### config.mk
export PLATFORM = sky130hd
export DESIGN_NAME = fsm_pattern_tx
export DESIGN_NICKNAME = d
export VERILOG_FILES = /design/src/rtl/fsm_pkg.sv /design/src/rtl/fsm_bit_timer.sv /design/src/rtl/fsm_pattern_tx.sv
export SDC_FILE = /design/constraint.sdc
export NUM_CORES = 1
export LEC_CHECK = 0
export BUFFER_PORTS_ARGS = -buffer_cell sky130_fd_sc_hd__buf_4
export CAP_MARGIN = 20
export CORE_MARGIN = 2
export CORE_UTILIZATION = 47
export CTS_CLUSTER_SIZE = 10
export DETAILED_ROUTE_END_ITERATION = 12
export GPL_ROUTABILITY_DRIVEN = 1
export PLACE_DENSITY = 0.7
export SKIP_LAST_GASP = 1
export SYNTH_ARGS = -nofsm -noshare
export SYNTH_HDL_FRONTEND = slang
export SYNTH_SLANG_ARGS = --single-unit
### constraint.sdc
create_clock -name clk -period 1.7 [get_ports clk]
set_input_delay 0.085 -clock clk [delete_from_list [all_inputs] [get_ports clk]]
set_output_delay 0.085 -clock clk [all_outputs]
set_load 0.005 [all_outputs]
### src/rtl/fsm_pkg.sv
// Shared definitions for the serial pattern transmitter and its sequence-FSM siblings.
package fsm_pkg;

    typedef enum logic [1:0] {
        IDLE  = 2'd0,
        SHIFT = 2'd1,
        GAP   = 2'd2
    } tx_state_t;

    localparam logic DEFAULT_IDLE_LEVEL = 1'b1;

    // A length of zero or beyond the register width means "send the full width".
    function automatic int unsigned eff_len(input int unsigned len, input int unsigned width);
        return (len == 0 || len > width) ? width : len;
    endfunction

endpackage

### src/rtl/fsm_bit_timer.sv
// Wrapping period counter: tick marks the last cycle of each period.
module fsm_bit_timer #(
    parameter int unsigned CW = 2
) (
    input  logic          clk,
    input  logic          rst,
    input  logic          clear,
    input  logic          enable,
    input  logic [CW-1:0] period,
    output logic          tick
);

    logic [CW-1:0] cnt;

    assign tick = enable && (cnt == period - CW'(1));

    always_ff @(posedge clk or negedge rst) begin
        if (!rst) begin
            cnt <= '0;
        end else if (clear) begin
            cnt <= '0;
        end else if (enable) begin
            cnt <= tick ? '0 : cnt + CW'(1);
        end
    end

endmodule

### src/rtl/fsm_pattern_tx.sv
// Serial pattern transmitter: parallel pattern in over valid/ready, MSB-of-length first out.
module fsm_pattern_tx
    import fsm_pkg::*;
#(
    parameter int unsigned WIDTH      = 8,
    parameter int unsigned BIT_DIV    = 1,
    parameter int unsigned GAP_CYCLES = 2,
    parameter logic        IDLE_LEVEL = DEFAULT_IDLE_LEVEL
) (
    input  logic                       clk,
    input  logic                       rst,
    input  logic                       tx_valid,
    output logic                       tx_ready,
    input  logic [WIDTH-1:0]           tx_data,
    input  logic [$clog2(WIDTH+1)-1:0] tx_len,
    input  logic                       abort,
    output logic                       ser_out,
    output logic                       ser_en,
    output logic                       busy,
    output logic                       done
);

    localparam int unsigned BW   = (WIDTH > 1) ? $clog2(WIDTH) : 1;
    localparam int unsigned TMAX = (BIT_DIV > GAP_CYCLES) ? BIT_DIV : GAP_CYCLES;
    localparam int unsigned CW   = (TMAX > 1) ? $clog2(TMAX + 1) : 1;
    localparam logic [CW-1:0] BIT_P = CW'(BIT_DIV);
    localparam logic [CW-1:0] GAP_P = CW'(GAP_CYCLES);

    tx_state_t        state, state_n;
    logic [WIDTH-1:0] sreg, sreg_n;
    logic [BW-1:0]    bit_cnt, bit_cnt_n;
    logic             ser_out_n, ser_en_n, done_n;

    int unsigned      acc_len;
    logic [WIDTH-1:0] load_pat;
    logic             tick, timer_clear, timer_en;
    logic [CW-1:0]    period;

    // Left-align the pattern so the first bit to send always sits in the MSB.
    assign acc_len  = eff_len(32'(tx_len), WIDTH);
    assign load_pat = tx_data << (WIDTH - acc_len);

    assign period      = (state == GAP) ? GAP_P : BIT_P;
    assign timer_en    = (state != IDLE);
    assign timer_clear = (state == IDLE) || (state_n == IDLE);

    fsm_bit_timer #(.CW(CW)) u_timer (
        .clk    (clk),
        .rst    (rst),
        .clear  (timer_clear),
        .enable (timer_en),
        .period (period),
        .tick   (tick)
    );

    // Next-state logic produces next-cycle output values so every output is a flop.
    always_comb begin
        state_n   = state;
        sreg_n    = sreg;
        bit_cnt_n = bit_cnt;
        ser_out_n = IDLE_LEVEL;
        ser_en_n  = 1'b0;
        done_n    = 1'b0;
        case (state)
            IDLE: begin
                if (tx_valid && tx_ready && !abort) begin
                    state_n   = SHIFT;
                    sreg_n    = load_pat;
                    bit_cnt_n = BW'(acc_len - 1);
                    ser_out_n = load_pat[WIDTH-1];
                    ser_en_n  = 1'b1;
                end
            end
            SHIFT: begin
                if (abort) begin
                    state_n = IDLE;
                end else if (tick) begin
                    if (bit_cnt == '0) begin
                        if (GAP_CYCLES > 0) begin
                            state_n = GAP;
                        end else begin
                            state_n = IDLE;
                            done_n  = 1'b1;
                        end
                    end else begin
                        sreg_n    = sreg << 1;
                        bit_cnt_n = bit_cnt - BW'(1);
                        ser_out_n = sreg_n[WIDTH-1];
                        ser_en_n  = 1'b1;
                    end
                end else begin
                    ser_out_n = sreg[WIDTH-1];
                    ser_en_n  = 1'b1;
                end
            end
            GAP: begin
                if (abort) begin
                    state_n = IDLE;
                end else if (tick) begin
                    state_n = IDLE;
                    done_n  = 1'b1;
                end
            end
            default: state_n = IDLE;
        endcase
    end

    always_ff @(posedge clk or negedge rst) begin
        if (!rst) begin
            state    <= IDLE;
            sreg     <= '0;
            bit_cnt  <= '0;
            ser_out  <= IDLE_LEVEL;
            ser_en   <= 1'b0;
            busy     <= 1'b0;
            done     <= 1'b0;
            tx_ready <= 1'b1;
        end else begin
            state    <= state_n;
            sreg     <= sreg_n;
            bit_cnt  <= bit_cnt_n;
            ser_out  <= ser_out_n;
            ser_en   <= ser_en_n;
            busy     <= (state_n != IDLE);
            done     <= done_n;
            tx_ready <= (state_n == IDLE);
        end
    end

endmodule
**Yosys cells after proc, flatten, opt, wreduce, memory -nomap -nowiden**

Index checks and enable logic that the tools add are counted.

- Flip-flop bits (word level): 20
- Bits in latches: 0
- Bits in writable memories: 0
- ROM bits: 0
- Input port bits: 16
- Output and inout port bits: 5
- Logic and storage cells: 73
- Memories: 0

- Add/subtract/negate cells: 5
- $mul: 0
- Divide/modulo/power cells: 0
- Magnitude comparators: 1
- Eq/ne operators: 7
- Shift operators: 1
- Multiplexer cells: 35
- Bitwise operators: 0
- Reductions and logical operators: 15

Operators with widths:

| operator | number |
|---|---|
| 8-bit two-way mux | 4 |
| 8-bit by 32-bit << shifter with 8-bit output | 1 |
| 2-bit two-way mux | 10 |
| 8-bit case mux with 2 select lines | 1 |
| 3-bit two-way mux | 4 |
| 1-bit two-way mux | 11 |
| 2-bit nonzero test | 4 |
| 2-bit case mux with 3 select lines | 1 |
| 3-bit case mux with 2 select lines | 1 |
| 3-bit by 1-bit subtractor with 3-bit output, second input constant | 2 |
| 5-bit AND reduction | 1 |
| 4-bit by 4-bit subtractor with 5-bit output, first input constant | 1 |
| 4-bit > comparator, second input constant | 1 |
| 2-bit zero test | 2 |
| 4-bit zero test | 1 |
| 4-bit two-way mux | 1 |
| 2-bit by 1-bit inequality test with 1-bit output, second input constant | 2 |
| 2-bit inequality test, second input constant | 2 |
| 1-bit case mux with 2 select lines | 2 |
| 1-bit logical AND | 3 |
| 3-bit zero test | 1 |
| 2-bit by 1-bit adder with 2-bit output, second input constant | 1 |
| 2-bit by 1-bit == test with 1-bit output, second input constant | 1 |
| 2-bit == test | 1 |
| other kinds (4) | 5 |

**Depth between registers and ports, before layout**

- Word-level depth: 11
- Depth in mapped cells: 10
- Gate-level depth less buffers: 9

**Modules after synthesis**

A second synthesis with hierarchy kept.

- Cells, all modules: 152
- Area, all modules: 1343.8 um^2

Modules (own cells, without submodules):

| module | instances | cells an instance | area an instance (um^2) | sequential area each (um^2) |
|---|---|---|---|---|
| fsm_pattern_tx | 1 | 134 | 1194.9 | 452.9 |
| fsm_bit_timer | 1 | 18 | 148.9 | 50.0 |

**Least setup slack after synthesis**

OpenSTA, ideal clock, no wires.

- Kind: input-to-reg
- From: input tx_len[0]
- To: register sreg[6]
- Setup time: 92 ps
- Arrival time: 1657 ps
- Required time: 1608 ps
- Setup slack: -49 ps
- Cell stages on the path: 9
- Path buffers: 1
- Path through: nor2b_1 buf_6 inv_2 ha_1 nor3_1 or4b_4 nand2_1 a221oi_2 o31ai_2

- Word-level cells in the longest chain between the ends: 7
- Elaborated cells between the ends (all ways): 8
- Classes of those cells: add/sub: 1; order compare: 1; shift: 1; mux: 3; reduce/logical: 2

RTL lines:

| what | line | text |
|---|---|---|
| start, declared | fsm_pattern_tx.sv:15 | `input logic [$clog2(WIDTH+1)-1:0] tx_len,` |
| 4-bit > comparator / 4-bit zero test (equally long branches) | fsm_pkg.sv:14 | `return (len == 0 \|\| len > width) ? width : len;` |
| 1-bit logical OR | fsm_pkg.sv:14 |  |
| 4-bit two-way mux (*) | fsm_pkg.sv:14 |  |
| 4-bit by 4-bit subtractor with 5-bit output (*) | fsm_pattern_tx.sv:41 | `assign load_pat = tx_data << (WIDTH - acc_len);` |
| 8-bit by 32-bit << shifter with 8-bit output (*) | fsm_pattern_tx.sv:41 |  |
| 8-bit two-way mux (*) | fsm_pattern_tx.sv:66 | `if (tx_valid && tx_ready && !abort) begin` |
| 8-bit case mux with 2 select lines (*) | fsm_pattern_tx.sv:64 | `case (state)` |
| end signal, assigned | fsm_pattern_tx.sv:120 | `sreg <= sreg_n;` |
| end, declared | fsm_pattern_tx.sv:30 | `logic [WIDTH-1:0] sreg, sreg_n;` |

Mark *: on every way between the ends. The rest lies on a longest branch, timed or not. The select of a mux whose other input is x is not followed.
A chain may end at the register's enable or synchronous reset.

**Worst setup path after layout**

- From: register state[1]
- To: register bit_cnt[2]

- Word-level cells in the longest chain between the ends: 7
- Elaborated cells between the ends (all ways): 15
- Classes of those cells: add/sub: 1; eq/ne: 7; mux: 2; reduce/logical: 5

RTL lines:

| what | line | text |
|---|---|---|
| start, declared | fsm_pattern_tx.sv:29 | `tx_state_t state, state_n;` |
| start signal, assigned | fsm_pattern_tx.sv:119 | `state <= state_n;` |
| 2-bit == test | fsm_pattern_tx.sv:43 | `assign period = (state == GAP) ? GAP_P : BIT_P;` |
| 2-bit two-way mux | fsm_pattern_tx.sv:43 |  |
| 2-bit by 1-bit subtractor with 2-bit output | fsm_bit_timer.sv:15 | `assign tick = enable && (cnt == period - CW'(1));` |
| 2-bit == test | fsm_bit_timer.sv:15 |  |
| 1-bit logical AND | fsm_bit_timer.sv:15 |  |
| 2-bit by 1-bit inequality test with 1-bit output (no line) | -- |  |
| 5-bit AND reduction (no line) | -- |  |
| end signal, assigned | fsm_pattern_tx.sv:121 | `bit_cnt <= bit_cnt_n;` |
| end, declared | fsm_pattern_tx.sv:31 | `logic [BW-1:0] bit_cnt, bit_cnt_n;` |

Several ways; a longest one is shown, not always the timed one.

==> summary.md <==
| Metric | Value |
|---|---|
| Total gr overflow | `0` |
| CTS Buffer Depth | `2` |
| Synth Instances | `158` |
| Post-Synth XOR/XNOR Area | `1.25%` |
| Number of flops mapped to enable cells by yosys | `0` |
| Slew Limit Fails | `0` |
| Diode count | `0` |
| PwrDens | `1070 mW/mm^2` |
| Total core area | `0.00281 sq mm` |
| Leak | `0.825 nW` |
| Clock Power Share | `13.7%` |
| Layout cell share with drive strength beyond 1 | `41.2%` |
| Final GP Congestion | `0.858` |
| Yosys warning total | `0` |
| Hold Path Class | `input pin to register` |
| Total GRT Usage | `22.6%` |
| GR Util met1 | `30.0%` |
| Post-Synth Simple-Gate Area | `24.1%` |
| Final setup vio count | `0` |
| Main flop type after synthesis | `dfrtp_1` |
| Synth Area in Compound Gates | `27.3%` |
| Crit path time final | `1.62 ns` |
| Largest area contributor in the netlist | `dfrtp_1` |
| Multi-input gate area | `890 sq um` |
| Worst Clk Skew | `0.00719 ns` |
| Post-DP HPWL | `2760 um` |
| Detailed Route Iter0 Violations | `46` |
| RSZ-0062 raised after global routing | `yes` |
| Top Usage Layer GRT | `met2` |
| Clk Latency, worst-skew pair | `0.30 ns` |
| Sw Share | `38.0%` |
| Die Height | `58.6 um` |
| Hold Fails Final Rpt | `0` |
| Synth area leaders | `dfrtp_1 (32%), nand2_1 (6.2%), a21oi_1 (6.1%), dfstp_2 (3.8%), nor2_1 (3.8%)` |
| Reg area | `505 sq um` |
| Cell with the most instances after synthesis | `nand2_1` |
| Seq/Total Area, Yosys | `35.9%` |
| Peak Freq | `0.617 GHz` |
| Setup ws final | `0.0786 ns` |
| Relative max-transition margin | `64.6%` |
| First-pass GRT wire length | `5910 um` |
| Mean Syn Cell Area | `8.87 sq um` |
| WP data arrival | `1.86 ns` |
| Int Power | `1.24 mW` |
| CP required | `1.94 ns` |
| Row count | `19` |
| Yosys top cell area share | `32.1%` |
| Count of cell types in the netlist | `52` |
| Vias/cell | `5.71` |
| Clock Sinks | `20` |
| Met3 Resource Use GR | `4.62%` |
| Routing usage on met2 | `37.9%` |
| MaxCap Viol Count | `0` |
| Mux cell area share after synthesis | `5.54%` |
| H-tree depth | `1` |
| CTS root buf | `clkbuf_4` |
| Synth Area in Adders | `1.79%` |
| First-pass DRT Iterations | `8` |
| Per-cell routed wire length | `15.2 um` |
| Tightest Pin Transition | `0.531 ns` |
| Initial antenna violation count | `0` |
| Post-route ant nets | `0` |
| Number of global-route vias before repair | `1,347` |
| DP Worst Slack | `-0.0875 ns` |
| Initial Util | `50.0%` |
| Startpoint Class | `register` |
| Post-layout nets | `223` |
| CTS Buf Count | `3` |
| #FFs+latches synth | `20` |
| Largest net degree at the start of global routing | `21` |
| Clock Pin Slew Worst Setup and Hold Paths | `0.11 ns` |
| Vias | `1,343` |
| Final hold slack | `0.133 ns` |
| Comb pwr share | `48.8%` |
| Clock tree from TritonCTS | `yes` |
| Outcome | `finished, violations left` |
| DRC viols | `1` |
| Num ports | `21` |
| Max FO, Critical Path | `6` |
| I/O Buffers | `20` |
| Tcrit/Tclk final | `95.4%` |
| Worst vdd ir | `0.729 mV` |
| Worst setup EP type | `register` |
| Die width | `58.6 um` |
| Net Sw Power | `0.757 mW` |
| Largest family of logic cells by synthesized area | `compound AO/OA/AOI/OAI gates` |
| Synth-to-Final Area Change | `33.1%` |
| Die footprint | `0.00343 sq mm` |
| Post-Syn Area | `0.00140 sq mm` |
| Routed wire length | `3570 um` |
| Register share of total power | `37.6%` |
| FFs w/ async S/R, synth | `100%` |
| Failing checks | `design-rule violations` |
| Syn nets | `176` |
| # fillers | `240` |
| Critical setup path kind | `register to register` |
| Synth top cells by count | `nand2_1 (23), dfrtp_1 (18), a21oi_1 (17), nor2_1 (14), o21ai_0 (7)` |
==> logic make-up after synthesis <==
kind of cell,count (synthesis)
mux,6
simple gates,66
xor+xnor,2
flops,20
buf+inv,13
compound gates,49
fa+ha+maj,2
==> per-stage QoR <==
| stage | instances | power, mW | utilization [%] | TNS [ns] | area [sq um] |
|---|---|---|---|---|---|
| floorplan | 158 | 1.31 | - | 0 | 1420 |
| global placement | 228 | 1.62 | 62.8 | -0.116 | 1760 |
| detailed placement | 228 | 1.66 | 62.8 | -0.344 | 1760 |
| CTS | 234 | 1.94 | 64.8 | 0 | 1820 |
| global route | 235 | 2.14 | 66.5 | -0.0375 | 1870 |
| finish | 235 | 1.99 | 66.5 | 0 | 1870 |
==> path summary, 6_finish.rpt <==
kind                       slack (ns)    endpoint  startpoint  cells past startpoint
setup / recovery                 0.08  bit_cnt[2]    state[1]                      5
hold / removal                   0.13      ser_en    tx_valid                      3
setup reg to reg                 0.08  bit_cnt[2]    state[1]                      5
hold reg to reg                  0.51     sreg[1]     sreg[1]                      2
max in group asynchronous        1.24    tx_ready         rst                      2
min in group asynchronous        0.18        done         rst                      2
==> final cells by class <==
class                   count  area share (%)
flip-flops and latches     20            27.1
clock buffers               4            1.95
multi-input cells         125            47.7
repair buffers             48            19.8
inverters                   7            1.41
well taps                  31            2.08
==> cells in the final DEF (no fill, tap or decap), types with 2 or more instances in the layout <==
master | Yosys | final
a311o_1 | 2 | 2
nor2_2 | 0 | 3
mux2i_1 | 4 | 4
nand3b_1 | 2 | 2
nand2b_1 | 4 | 4
dfrtp_2 | 0 | 2
clkbuf_4 | 0 | 3
dfstp_2 | 2 | 2
nor2_1 | 14 | 11
nor2b_2 | 0 | 2
o21ai_0 | 7 | 7
a32o_1 | 2 | 2
a21oi_1 | 17 | 16
nor3_2 | 0 | 2
a21oi_2 | 2 | 3
dfrtp_1 | 18 | 16
nor2b_1 | 4 | 2
nor3_1 | 6 | 4
buf_4 | 0 | 45
o211ai_1 | 2 | 2
or2_2 | 3 | 3
dlygate4sd3_1 | 0 | 2
nand3_1 | 2 | 2
nand2_1 | 23 | 23
inv_1 | 6 | 6
==> per-layer routing <==
layer	vias up	wire length (um)
met5	-	0
met4	0	51
met3	8	106
met2	27	1730
met1	642	1680
li1	666	-
==> registers in the layout, indices dropped and copies added (netlist names) <==
signal / count
bit_cnt: 3
tx_ready: 1
sreg: 8
u_timer.cnt: 2
ser_en: 1
state: 2
done: 1
ser_out: 1
busy: 1
==> power by group through the flow <==
stage	sequential (mW)	clock, mW	combinational [mW]
after floorplan	0.721	0	0.588
after global placement	0.737	0	0.883
after detailed placement	0.744	0	0.915
after CTS	0.734	0.287	0.921
after global routing	0.768	0.300	1.07
final	0.749	0.273	0.972
==> what timing repair did <==
action | in CTS | in global routing
gates resized for setup | 0 | 13
endpoints found under the hold margin | 24 | 0
setup endpoints to repair | 0 | 10
hold buffers | 2 | 0
setup buffers | 0 | 1
==> critical path, stage by stage, from the launching register on <==
cell     delay, ns
dfrtp_2       0.46
nor4b_2       0.40
a31oi_2       0.15
a21oi_2       0.31
a21oi_1       0.12
a21oi_1       0.11
Power figures use the tool's default switching activity.
